$ cat src/rtl/ifetch_unit_if.sv
// Instruction-memory read channel between the fetch unit and imem.
// Request is a valid/ready handshake; the response is a single-cycle valid pulse.
interface ifetch_unit_if #(
  parameter int WIDTH = 32
);
  logic             imem_req_valid;
  logic [WIDTH-1:0] imem_req_addr;
  logic             imem_req_ready;
  logic             imem_rsp_valid;
  logic [31:0]      imem_rsp_data;

  modport master (
    output imem_req_valid,
    output imem_req_addr,
    input  imem_req_ready,
    input  imem_rsp_valid,
    input  imem_rsp_data
  );

  modport slave (
    input  imem_req_valid,
    input  imem_req_addr,
    output imem_req_ready,
    output imem_rsp_valid,
    output imem_rsp_data
  );
endinterface

$ cat src/rtl/ifetch_unit.sv
// Instruction-fetch reader: issues one imem read per PC value, registers the
// fetched word toward IF/ID, and holds the PC until each entry is accepted.
//
// state  | meaning
// IDLE   | one settle cycle after reset
// REQ    | request imem at pc (or raise a misalign fault entry)
// WAIT   | request accepted, waiting for the response
// HOLD   | entry parked in skid, waiting for the output register to free up
// DROP   | redirect happened with a read in flight; discard its response
module ifetch_unit #(
  parameter int          WIDTH     = 32,
  parameter logic [31:0] NOP_INSTR = 32'h0000_0013
) (
  input  logic             clk,
  input  logic             rst_n,
  input  logic [WIDTH-1:0] pc,
  input  logic             decode_stall,
  input  logic             flush,
  output logic             pc_stall,
  ifetch_unit_if.master    imem,
  output logic             if_valid,
  output logic [31:0]      if_instr,
  output logic [WIDTH-1:0] if_pc,
  output logic             if_misalign
);

  typedef enum logic [2:0] {S_IDLE, S_REQ, S_WAIT, S_HOLD, S_DROP} state_t;

  state_t           state_q, state_d;
  logic             if_valid_q, if_valid_d;
  logic [31:0]      if_instr_q, if_instr_d;
  logic [WIDTH-1:0] if_pc_q, if_pc_d;
  logic             if_mis_q, if_mis_d;
  logic [31:0]      skid_instr_q, skid_instr_d;
  logic [WIDTH-1:0] skid_pc_q, skid_pc_d;
  logic             skid_mis_q, skid_mis_d;
  logic [WIDTH-1:0] req_pc_q, req_pc_d;

  logic             aligned;
  logic             out_free;
  logic             req_valid;
  logic             hs;
  logic             entry_arrive;
  logic [31:0]      entry_instr;
  logic [WIDTH-1:0] entry_pc;
  logic             entry_mis;

  assign aligned   = (pc[1:0] == 2'b00);
  assign out_free  = !if_valid_q || !decode_stall;
  assign req_valid = (state_q == S_REQ) && aligned;
  assign hs        = req_valid && imem.imem_req_ready;

  assign imem.imem_req_valid = req_valid;
  assign imem.imem_req_addr  = pc;

  assign if_valid    = if_valid_q;
  assign if_instr    = if_instr_q;
  assign if_pc       = if_pc_q;
  assign if_misalign = if_mis_q;

  // State register.
  always_ff @(posedge clk or negedge rst_n) begin
    if (!rst_n) state_q <= S_IDLE;
    else        state_q <= state_d;
  end

  // Next-state logic; flush overrides everything.
  always_comb begin
    state_d = state_q;
    if (flush) begin
      // DROP only while a read is still outstanding after this edge; a response
      // arriving in the flush cycle retires the outstanding read itself.
      if ((state_q == S_REQ && hs) ||
          ((state_q == S_WAIT || state_q == S_DROP) && !imem.imem_rsp_valid))
        state_d = S_DROP;
      else
        state_d = S_REQ;
    end else begin
      case (state_q)
        S_IDLE: state_d = S_REQ;
        S_REQ: begin
          if (aligned && hs)              state_d = S_WAIT;
          else if (!aligned && !out_free) state_d = S_HOLD;
        end
        S_WAIT: begin
          if (imem.imem_rsp_valid) state_d = out_free ? S_REQ : S_HOLD;
        end
        S_HOLD: begin
          if (out_free) state_d = S_REQ;
        end
        S_DROP: begin
          if (imem.imem_rsp_valid) state_d = S_REQ;
        end
        default: state_d = S_IDLE;
      endcase
    end
  end

  // Output logic: entry acceptance, output/skid loading and PC hold.
  always_comb begin
    entry_arrive = !flush &&
                   ((state_q == S_REQ && !aligned) ||
                    (state_q == S_WAIT && imem.imem_rsp_valid));
    entry_instr  = (state_q == S_WAIT) ? imem.imem_rsp_data : NOP_INSTR;
    entry_pc     = (state_q == S_WAIT) ? req_pc_q : pc;
    entry_mis    = (state_q != S_WAIT);

    if_valid_d   = if_valid_q;
    if_instr_d   = if_instr_q;
    if_pc_d      = if_pc_q;
    if_mis_d     = if_mis_q;
    skid_instr_d = skid_instr_q;
    skid_pc_d    = skid_pc_q;
    skid_mis_d   = skid_mis_q;
    req_pc_d     = hs ? pc : req_pc_q;

    if (if_valid_q && !decode_stall) if_valid_d = 1'b0;

    if (flush) begin
      if_valid_d   = 1'b0;
      skid_instr_d = '0;
      skid_pc_d    = '0;
      skid_mis_d   = 1'b0;
    end else if (entry_arrive) begin
      if (out_free) begin
        if_valid_d = 1'b1;
        if_instr_d = entry_instr;
        if_pc_d    = entry_pc;
        if_mis_d   = entry_mis;
      end else begin
        skid_instr_d = entry_instr;
        skid_pc_d    = entry_pc;
        skid_mis_d   = entry_mis;
      end
    end else if (state_q == S_HOLD && out_free) begin
      if_valid_d = 1'b1;
      if_instr_d = skid_instr_q;
      if_pc_d    = skid_pc_q;
      if_mis_d   = skid_mis_q;
    end

    // Reset holds the PC regardless of what flush is doing.
    pc_stall = !(rst_n && (entry_arrive || flush));
  end

  // Output, skid and request-PC registers.
  always_ff @(posedge clk or negedge rst_n) begin
    if (!rst_n) begin
      if_valid_q   <= 1'b0;
      if_instr_q   <= '0;
      if_pc_q      <= '0;
      if_mis_q     <= 1'b0;
      skid_instr_q <= '0;
      skid_pc_q    <= '0;
      skid_mis_q   <= 1'b0;
      req_pc_q     <= '0;
    end else begin
      if_valid_q   <= if_valid_d;
      if_instr_q   <= if_instr_d;
      if_pc_q      <= if_pc_d;
      if_mis_q     <= if_mis_d;
      skid_instr_q <= skid_instr_d;
      skid_pc_q    <= skid_pc_d;
      skid_mis_q   <= skid_mis_d;
      req_pc_q     <= req_pc_d;
    end
  end

endmodule
$ cat src/flat_wrapper.sv
// flat-port wrapper written by rule: the top's interface ports become plain ports
module ifetch_unit_flat 
#(
  parameter int          WIDTH     = 32,
  parameter logic [31:0] NOP_INSTR = 32'h0000_0013
)
  (clk, rst_n, pc, decode_stall, flush, pc_stall, if_valid, if_instr, if_pc, if_misalign, imem_imem_req_valid, imem_imem_req_addr, imem_imem_req_ready, imem_imem_rsp_valid, imem_imem_rsp_data);
  ifetch_unit_if #(.WIDTH(WIDTH)) imem_i ();
  input  logic clk;
  input  logic rst_n;
  input  logic [WIDTH-1:0] pc;
  input  logic decode_stall;
  input  logic flush;
  output logic pc_stall;
  output logic if_valid;
  output logic [31:0] if_instr;
  output logic [WIDTH-1:0] if_pc;
  output logic if_misalign;
  output wire logic [$bits(imem_i.imem_req_valid)-1:0] imem_imem_req_valid;
  output wire logic [$bits(imem_i.imem_req_addr)-1:0] imem_imem_req_addr;
  input wire logic [$bits(imem_i.imem_req_ready)-1:0] imem_imem_req_ready;
  input wire logic [$bits(imem_i.imem_rsp_valid)-1:0] imem_imem_rsp_valid;
  input wire logic [$bits(imem_i.imem_rsp_data)-1:0] imem_imem_rsp_data;
  assign imem_imem_req_valid = imem_i.imem_req_valid;
  assign imem_imem_req_addr = imem_i.imem_req_addr;
  assign imem_i.imem_req_ready = imem_imem_req_ready;
  assign imem_i.imem_rsp_valid = imem_imem_rsp_valid;
  assign imem_i.imem_rsp_data = imem_imem_rsp_data;
  ifetch_unit #(.WIDTH(WIDTH), .NOP_INSTR(NOP_INSTR)) u_core (.clk(clk), .rst_n(rst_n), .pc(pc), .decode_stall(decode_stall), .flush(flush), .pc_stall(pc_stall), .imem(imem_i), .if_valid(if_valid), .if_instr(if_instr), .if_pc(if_pc), .if_misalign(if_misalign));
endmodule
$ cat config.mk
export PLATFORM = sky130hd
export DESIGN_NAME = ifetch_unit_flat
export DESIGN_NICKNAME = d
export VERILOG_FILES = /design/src/rtl/ifetch_unit_if.sv /design/src/rtl/ifetch_unit.sv /design/src/flat_wrapper.sv
export SDC_FILE = /design/constraint.sdc
export NUM_CORES = 1
export LEC_CHECK = 0
export CORE_UTILIZATION = 53
export CTS_BUF_LIST = sky130_fd_sc_hd__clkbuf_4
export DETAILED_ROUTE_END_ITERATION = 8
export HOLD_SLACK_MARGIN = 0.02
export PLACE_DENSITY = 0.81
export SYNTH_ARGS = -nofsm -noshare
export SYNTH_HDL_FRONTEND = slang
export SYNTH_SLANG_ARGS = --single-unit
$ cat constraint.sdc
create_clock -name clk -period 2.1 [get_ports clk]
set_clock_uncertainty 0.1 [all_clocks]
set_input_delay 0.21 -clock clk [delete_from_list [all_inputs] [get_ports clk]]
set_output_delay 0.21 -clock clk [all_outputs]
set_load 0.02 [all_outputs]
* Word level (Yosys, flattened, before mapping)
Index checks and enable logic that the tools add are counted.
** Operators by class
- Equality and inequality tests :: 11
- Mux-type cells :: 34
- Bitwise logic cells :: 1
- Reduce and logical (&&, ||, !) cells :: 31
** Operator list (count)
- $mux 32 :: 14
- $mux 3 :: 7
- $pmux 3 s5 :: 1
- $logic_and 1x1->1 :: 12
- $mux 1 :: 11
- $logic_not 1->1 :: 7
- $eq 3x2->1 const B :: 2
- $ne 3x2->1 const B :: 2
- $ne 3x3->1 const B :: 2
- $logic_or 1x1->1 :: 5
- $ne 4x4->1 const B :: 1
- $reduce_and 4->1 :: 1
- $reduce_bool 2->1 :: 2
- $eq 3x1->1 const B :: 1
- $eq 3x3->1 const B :: 1
- $logic_not 3->1 :: 1
- $reduce_and 3->1 :: 1
- $logic_not 2->1 :: 1
- $mux 2 :: 1
- $ne 2x1->1 const B :: 1
- $ne 2x2->1 const B :: 1
- $reduce_and 2->1 :: 1
- $not 1->1 :: 1
** Storage, ports and cells
- Register bits after elaboration :: 166
- Bits of input ports :: 70
- Word-level logic and storage cells :: 86

* Depth between registers and ports, before layout
Gate-level depths: netlist (run 1).
- Depth after elaboration :: 8
- Gate-level depth with buffers :: 8
- Depth with buffers taken out :: 4

* Least setup slack after synthesis (run 1)
Ideal clock, no wire load.
- Path kind :: reg2out
- Start :: reg u_core.state_q[1]
- End :: out pc_stall
- Data arrival time :: 1770 ps
- Slack :: 20 ps
- Stages on the path, launching flop included :: 8
- Cell sequence :: dfrtp_1 buf_4 nand2_2 o22a_1 buf_2 clkbuf_1 nor2_1 o21ai_0
** On the way
- Cells in the longest elaborated chain, start to end :: 7
** Ends and longest elaborated chain
- start, declared :: RTL line ifetch_unit.sv:29 : state_t state_q, state_d;
- start signal, assigned :: RTL line ifetch_unit.sv:64 : else state_q <= state_d;
- $eq 3x1->1 / $eq 3x2->1 (equally long branches) :: RTL line ifetch_unit.sv:102, ifetch_unit.sv:103
- $logic_and 1x1->1 (on tied branches) :: RTL line ifetch_unit.sv:102, ifetch_unit.sv:103
- $logic_or 1x1->1 (*) :: RTL line ifetch_unit.sv:102 : ((state_q == S_REQ && !aligned) ||
- $logic_and 1x1->1 (*) :: RTL line ifetch_unit.sv:101 : entry_arrive = !flush &&
- $logic_or 1x1->1 (*) :: RTL line ifetch_unit.sv:143 : pc_stall = !(rst_n && (entry_arrive || flush));
- $logic_and 1x1->1 (*) :: RTL line ifetch_unit.sv:143
- $logic_not 1->1 (*) :: RTL line ifetch_unit.sv:143
- end, declared :: RTL line flat_wrapper.sv:14 : output logic pc_stall;
Mark *: on every way between the ends. The rest lies on a longest branch, timed or not.

* Final worst setup path (run 1)
- Start :: reg u_core.state_q[1]
- End :: reg u_core.if_instr_q[12] (netlist: u_core.if_instr[12])
** On the way
- Cells in the longest elaborated chain, start to end :: 6
** Ends and longest elaborated chain
- $eq 3x1->1 / $eq 3x2->1 (equally long branches) :: RTL line ifetch_unit.sv:102, ifetch_unit.sv:103, ifetch_unit.sv:104
- $logic_and 1x1->1 (on tied branches) :: RTL line ifetch_unit.sv:102, ifetch_unit.sv:103
- $logic_or 1x1->1 :: RTL line ifetch_unit.sv:102
- $logic_and 1x1->1 :: RTL line ifetch_unit.sv:101
- $ne 2x1->1 (no line) / $reduce_bool 2->1 (equally long branches)
- $reduce_and 3->1 (no line)
- end signal, assigned :: RTL line ifetch_unit.sv:159 : if_instr_q <= if_instr_d;
- end, declared :: RTL line ifetch_unit.sv:31 : logic [31:0] if_instr_q, if_instr_d;
Several ways; a longest one is shown, not always the timed one. The select of a mux whose other input is x is not followed.
A chain may end at the register's enable or synchronous reset.

==> impl_metrics.toml, run 1 <==
[drt]
first_pass_iters = 7
route.detailed.drc = 22
vias = 6593
wl_per_cell_um = 19.4
drt_wl_total_um = 20900
first_iter_violations = 611
postRouteAntennaNets = 0
viasPerCell = 6.10

[cts]
cts_buffer_depth = 2
h-tree-depth = 4
clock_latency_ns = 0.57
clockRootBuffer = "clkbuf_4"
cts_tree = "built"
cts_made_buffers = 17
cts.sinks = 166
path_clk_slew_ns = 0.14

[timing]
setup_slack_ns = -0.0420
slew_headroom_pct = 39.3
worst_pin_slew_ns = 0.911
hold_viol_final = 0
rsz0062_at_grt = "yes"
slew_viol_final = 0
period_minus_slack_ns = 2.14
post-route-period-util_pct = 102
finalSetupViolCount = 5
max_freq_mhz = 467

[global_route]
grt_max_degree = 167
overflow = 0
track_usage_pct = 26.7
grt_pass1_wl_um = 33400
grt_pass1_vias = 6695
antenna_found_initial = 0

[critical_path]
r2r_start = "u_core.state_q[1]"
startpoint_type = "flop"
cp_max_fo = 9
setup.worst_path.class = "reg -> reg"
end_kind = "flop"
critPathRequiredTime_ns = 2.45
r2r-end = "u_core.if_instr[12]"
crit_arrival_ns = 2.49
rrSetupSlack_ns = -0.04
r2r_cells = 9

[floorplanning]
io_pins = 170
core_area_um2 = 14700
die_w_um = 125
die-area_um2 = 15700
die_h_um = 125
initial_utilization_pct = 54.7
rows = 44

[placed_design]
place_hpwl_um = 13300
placed_area_um2 = 10200
place.gp.congestion = 0.851
port_buffers = 169
place_ws_ns = -0.192

[final_layout]
insertedDiodeCount = 0
nets = 954
nFillCells = 983
final_area_um2 = 10700
area_growth_pct = 33.5
layout-drive-gt1-share_pct = 23.2

[synth]
synth_warnings = 0
synth_nets = 780
synth_most_common_cell = "dfrtp_1"
synth_edf_count = 0
yosys-top-cells-count = "dfrtp_1 (166), buf_4 (37), clkbuf_1 (36), nor2_1 (36), and2_1 (35)"
synth.area.top_cells = "dfrtp_1 (52%), mux2_2 (4.2%), mux2i_1 (4.0%), buf_4 (3.5%), a22o_1 (3.2%)"
ys_ff_latch = 166
synthArstFlopShare_pct = 100
synth.avg_cell_area_um2 = 11.3
synth_cell_types = 42
ys.flop_type = "dfrtp_1"
synth_top_area_share_pct = 51.6
netlist_area_um2 = 8050
synth_top_cell_by_area = "dfrtp_1"
synthCells = 710
ys_seq_area_share_pct = 51.6

[run_status]
violations = "design-rule violations, negative setup slack"
status = "finished, violations left"

[hold_path]
hold_class = "in -> reg"
hold_start = "imem_imem_rsp_data[19]"
whs_path_depth = 3
hold-path-endpoint = "u_core.if_instr[19]"

[power]
p_leak_nw = 4.81
p_per_area_nw_per_um2 = 850
peakVddDrop_mv = 0.455

[run]
max-cap-violations = 0
==> cells in the final DEF, fill, tap and decap left out, types with 2 or more instances in the layout <==
cell	n
clkinv_1	2
a31oi_1	33
mux2i_1	22
mux2i_4	2
nand4_1	30
nor4_1	3
a22o_1	29
mux2i_2	8
nor3_1	8
clkdlybuf4s50_1	166
o31ai_1	4
nand2b_1	3
nor2_1	33
dfrtp_1	165
o2bb2ai_1	16
o2bb2ai_2	17
a21o_1	32
nand3_1	33
a21oi_1	8
inv_1	2
and2_1	35
buf_6	4
buf_4	61
nor2b_1	2
bufinv_16	3
nand2_1	8
a31o_1	14
nor2_4	2
a31o_2	18
mux2_2	30
o21ai_0	32
clkinv_2	4
clkbuf_4	20
clkbuf_16	5
buf_12	19
==> registers in the layout (all words and copies together) (netlist names) <==
name and count:
u_core.if_valid 1, u_core.skid_pc_q 32, u_core.if_instr 32, u_core.if_misalign 1, u_core.state_q 3, u_core.if_pc 32, u_core.skid_instr_q 32, u_core.req_pc_q 32
u_core.skid_mis_q 1
==> stage by stage <==
step / hold slack, ns / power (mW) / cells / setup TNS [ns] / util [%]
4_1_cts: 0.128 / 9.08 / 1074 / -0.193 / 71.6
2_1_floorplan: -0.186 / 5.68 / 710 / 0 / -
5_1_grt: 0.138 / 9.57 / 1080 / -1.15 / 73.1
6_report: 0.159 / 9.13 / 1080 / -0.103 / 73.1
3_3_place_gp: 0.346 / 7.03 / 1038 / -6.95 / 69.2
3_5_place_dp: 0.363 / 7.15 / 1038 / -11.14 / 69.2
==> worst max path at each step <==
stage,slack (ns),to,startpoint
3_5_place_dp,-0.19,u_core.if_instr[23],pc[0]
3_3_place_gp,-0.18,pc_stall,pc[0]
5_1_grt,-0.10,u_core.if_instr[12],u_core.state_q[1]
4_1_cts,-0.02,pc_stall,u_core.state_q[1]
2_1_floorplan,0.02,pc_stall,u_core.state_q[1]
6_report,-0.04,u_core.if_instr[12],u_core.state_q[1]
==> layer usage <==
metal / up-vias / global-route usage (%) / share of wire [%]
li1: 2965 / - / -
met5: - / 0 / 0
met4: 0 / 10.6 / 1.8
met3: 37 / 5.91 / 6.4
met2: 312 / 43.6 / 49
met1: 3279 / 34.8 / 42
==> final cells by class <==
| type | instances | area, um^2 | share of cell area, % |
|---|---|---|---|
| multi-input combinational | 440 | 3380 | 31.5 |
| sequential | 166 | 4160 | 38.7 |
| clock buffer | 20 | 150 | 1.40 |
| clock inverter | 11 | 134 | 1.25 |
| inverter | 2 | 7.51 | 0.0699 |
| tap | 184 | 230 | 2.14 |
| timing repair buffer | 257 | 2690 | 25.0 |
==> critical path, stage by stage (launching register included) <==
cell       delay (ns)
dfrtp_1          0.44
buf_6            0.13
buf_4            0.13
o31ai_2          0.40
a2111oi_4        0.18
buf_6            0.20
buf_12           0.13
clkbuf_16        0.15
nor2_1           0.11
a31oi_1          0.07
==> cell families (layout without fill, tap and decap cells) <==
logic type	Yosys count	count (layout)	synth area share (%)
flip-flops	166	166	51.6
buffers and inverters	104	290	8.16
AO/OA/AOI/OAI	213	213	21.0
AND/OR/NAND/NOR	165	165	11.0
multiplexers	62	62	8.18
==> power by group <==
part           switching (mW)  internal (mW)  leakage [nW]
logic                    1.53           1.59          2.50
registers               0.344           3.74          2.15
clock network            1.09          0.844         0.157
total                    2.96           6.17          4.81
==> repair_timing <==
item                                   CTS  global route
resized for setup                       18            18
hold buffers                             1             0
pin swaps                                2             8
setup endpoints to repair                2            76
buffers inserted                         4             2
endpoints found under the hold margin  166             0
gates cloned                             0             5
Note: power is estimated with default switching activity, not from simulation.
==> inputs of run 2 (changes only) <==
--- a/config.mk
+++ b/config.mk
@@ -5,11 +5,13 @@
 export SDC_FILE = /design/constraint.sdc
 export NUM_CORES = 1
 export LEC_CHECK = 0
+export CAP_MARGIN = 20
 export CORE_UTILIZATION = 53
 export CTS_BUF_LIST = sky130_fd_sc_hd__clkbuf_4
 export DETAILED_ROUTE_END_ITERATION = 8
 export HOLD_SLACK_MARGIN = 0.02
 export PLACE_DENSITY = 0.81
+export SKIP_LAST_GASP = 1
 export SYNTH_ARGS = -nofsm -noshare
 export SYNTH_HDL_FRONTEND = slang
 export SYNTH_SLANG_ARGS = --single-unit
==> impl_metrics.toml, run 2 (same netlist as run 1, synthesis figures left out) <==
[critical_path]
end_kind = "flop"
max_stage_delay_ns = 0.49
path_cells = "buf_4 -> nand2_2 -> buf_4 -> a2111oi_4 -> buf_6 -> buf_12 -> clkbuf_16 -> nor2_1 -> a31oi_1"
cp_top_family = "buffers and inverters"
setup.worst_path.class = "reg -> reg"
startpoint_type = "flop"
critPathRequiredTime_ns = 2.49
cp_common_cell = "buf_4"
crit_buf_inv = 5
slowest_stage = "a2111oi_4"
cp_max_fo = 9
crit_arrival_ns = 2.54

[drt]
route.detailed.drc = 22
first_iter_violations = 596
postRouteAntennaNets = 0
wl_met2_um = 10700
wl_per_cell_um = 20.0
drt_wl_total_um = 21600
top_layer = "met4"
drt-met1-wl_um = 9040
first_pass_iters = 7
route.met3.wl_um = 1440
vias = 6656
viasPerCell = 6.16

[placed_design]
placed_area_um2 = 10200
place.gp.congestion = 0.851
port_buffers = 169
place_hpwl_um = 13300
place_ws_ns = -0.192
dp_cells = 1038

[final_layout]
layout_common_cells = "clkdlybuf4s50_1 (166), dfrtp_1 (165), buf_4 (59), and2_1 (35)"
final_common_cell = "clkdlybuf4s50_1"
stdcell_count = 1081
final_area_um2 = 10800
layout-drive-gt1-share_pct = 23.6
area_growth_pct = 34.1
nets = 955
nFillCells = 977
insertedDiodeCount = 0

[timing]
max_freq_mhz = 465
post-route-period-util_pct = 102
hold_viol_final = 0
rsz0062_at_grt = "yes"
tns_ns = -0.0856
slew_viol_final = 0
period_minus_slack_ns = 2.15
setup_slack_ns = -0.0500
worst_pin_slew_ns = 0.942
finalSetupViolCount = 6
slew_headroom_pct = 37.2

[global_route]
track_usage_pct = 26.6
overflow = 0
grt_pass1_vias = 6675
grt_max_degree = 167
grt_pass1_wl_um = 33300
antenna_found_initial = 0

[power]
peakVddDrop_mv = 0.454
p_leak_nw = 4.80
power_mw = 9.18
p_per_area_nw_per_um2 = 851

[floorplanning]
die_w_um = 125
io_pins = 170
initial_utilization_pct = 54.7
core_area_um2 = 14700
rows = 44
die_h_um = 125
die-area_um2 = 15700

[run_status]
status = "finished, violations left"
violations = "design-rule violations, negative setup slack"

[cts]
cts_tree = "built"
cts_buffer_depth = 2
cts_made_buffers = 17
path_clk_slew_ns = 0.14
cts.sinks = 166
clockRootBuffer = "clkbuf_4"
clock_latency_ns = 0.57
h-tree-depth = 4

[hold_path]
hold_class = "in -> reg"

[run]
max-cap-violations = 0
-- run 2: cell type report --
cell class / count / area, um^2 / area share, %
clock buffers: 20 / 150 / 1.39
clock inverters: 11 / 134 / 1.24
inverters: 2 / 7.51 / 0.0696
multi-input cells: 440 / 3400 / 31.5
flip-flops and latches: 166 / 4160 / 38.5
well taps: 184 / 230 / 2.13
repair buffers: 258 / 2720 / 25.2
-- run 2: per-layer routing --
layer,GRT usage [%],vias to the layer above
met5,0,-
met4,10.6,0
met3,5.91,38
met2,43.4,327
met1,34.6,3335
li1,-,2956
-- run 2: final timing paths --
kind	cells past startpoint	slack, ns	end	startpoint
min in group asynchronous	3	0.22	u_core.if_instr[25]	rst_n
max in group asynchronous	3	0.89	u_core.state_q[0]	rst_n
worst max register to register	9	-0.05	u_core.if_instr[12]	u_core.state_q[1]
worst min register to register	1	0.41	u_core.req_pc_q[0]	u_core.req_pc_q[0]
worst min-delay path	3	0.14	u_core.if_instr[26]	imem_imem_rsp_data[26]
worst max-delay path	9	-0.05	u_core.if_instr[12]	u_core.state_q[1]
-- run 2: tightest hold or removal path: cells and delay by family --
kind,cells,cell delay [ns]
buf+inv,1,0.43
simple gates,1,0.08
compound gates,1,0.08
-- run 2: what timing repair did --
item / CTS / global route
cloned: 0 / 5
endpoints found under the hold margin: 166 / 0
gates resized for setup: 10 / 34
setup buffers: 4 / 3
setup endpoints to repair: 2 / 77
pin swaps: 1 / 5
hold buffers: 1 / 0
-- run 2: report_power, final --
| group | switching (mW) | internal, mW |
|---|---|---|
| clock | 1.10 | 0.844 |
| sequential | 0.354 | 3.74 |
| combinational | 1.55 | 1.60 |
| total | 3.00 | 6.19 |
-- run 2: stage by stage --
step	utilization, %	hold WS (ns)
finish	73.4	0.144
global route	73.4	0.136
CTS	71.4	0.128
detailed placement	69.2	0.363
global placement	69.2	0.346
floorplan	-	-0.186
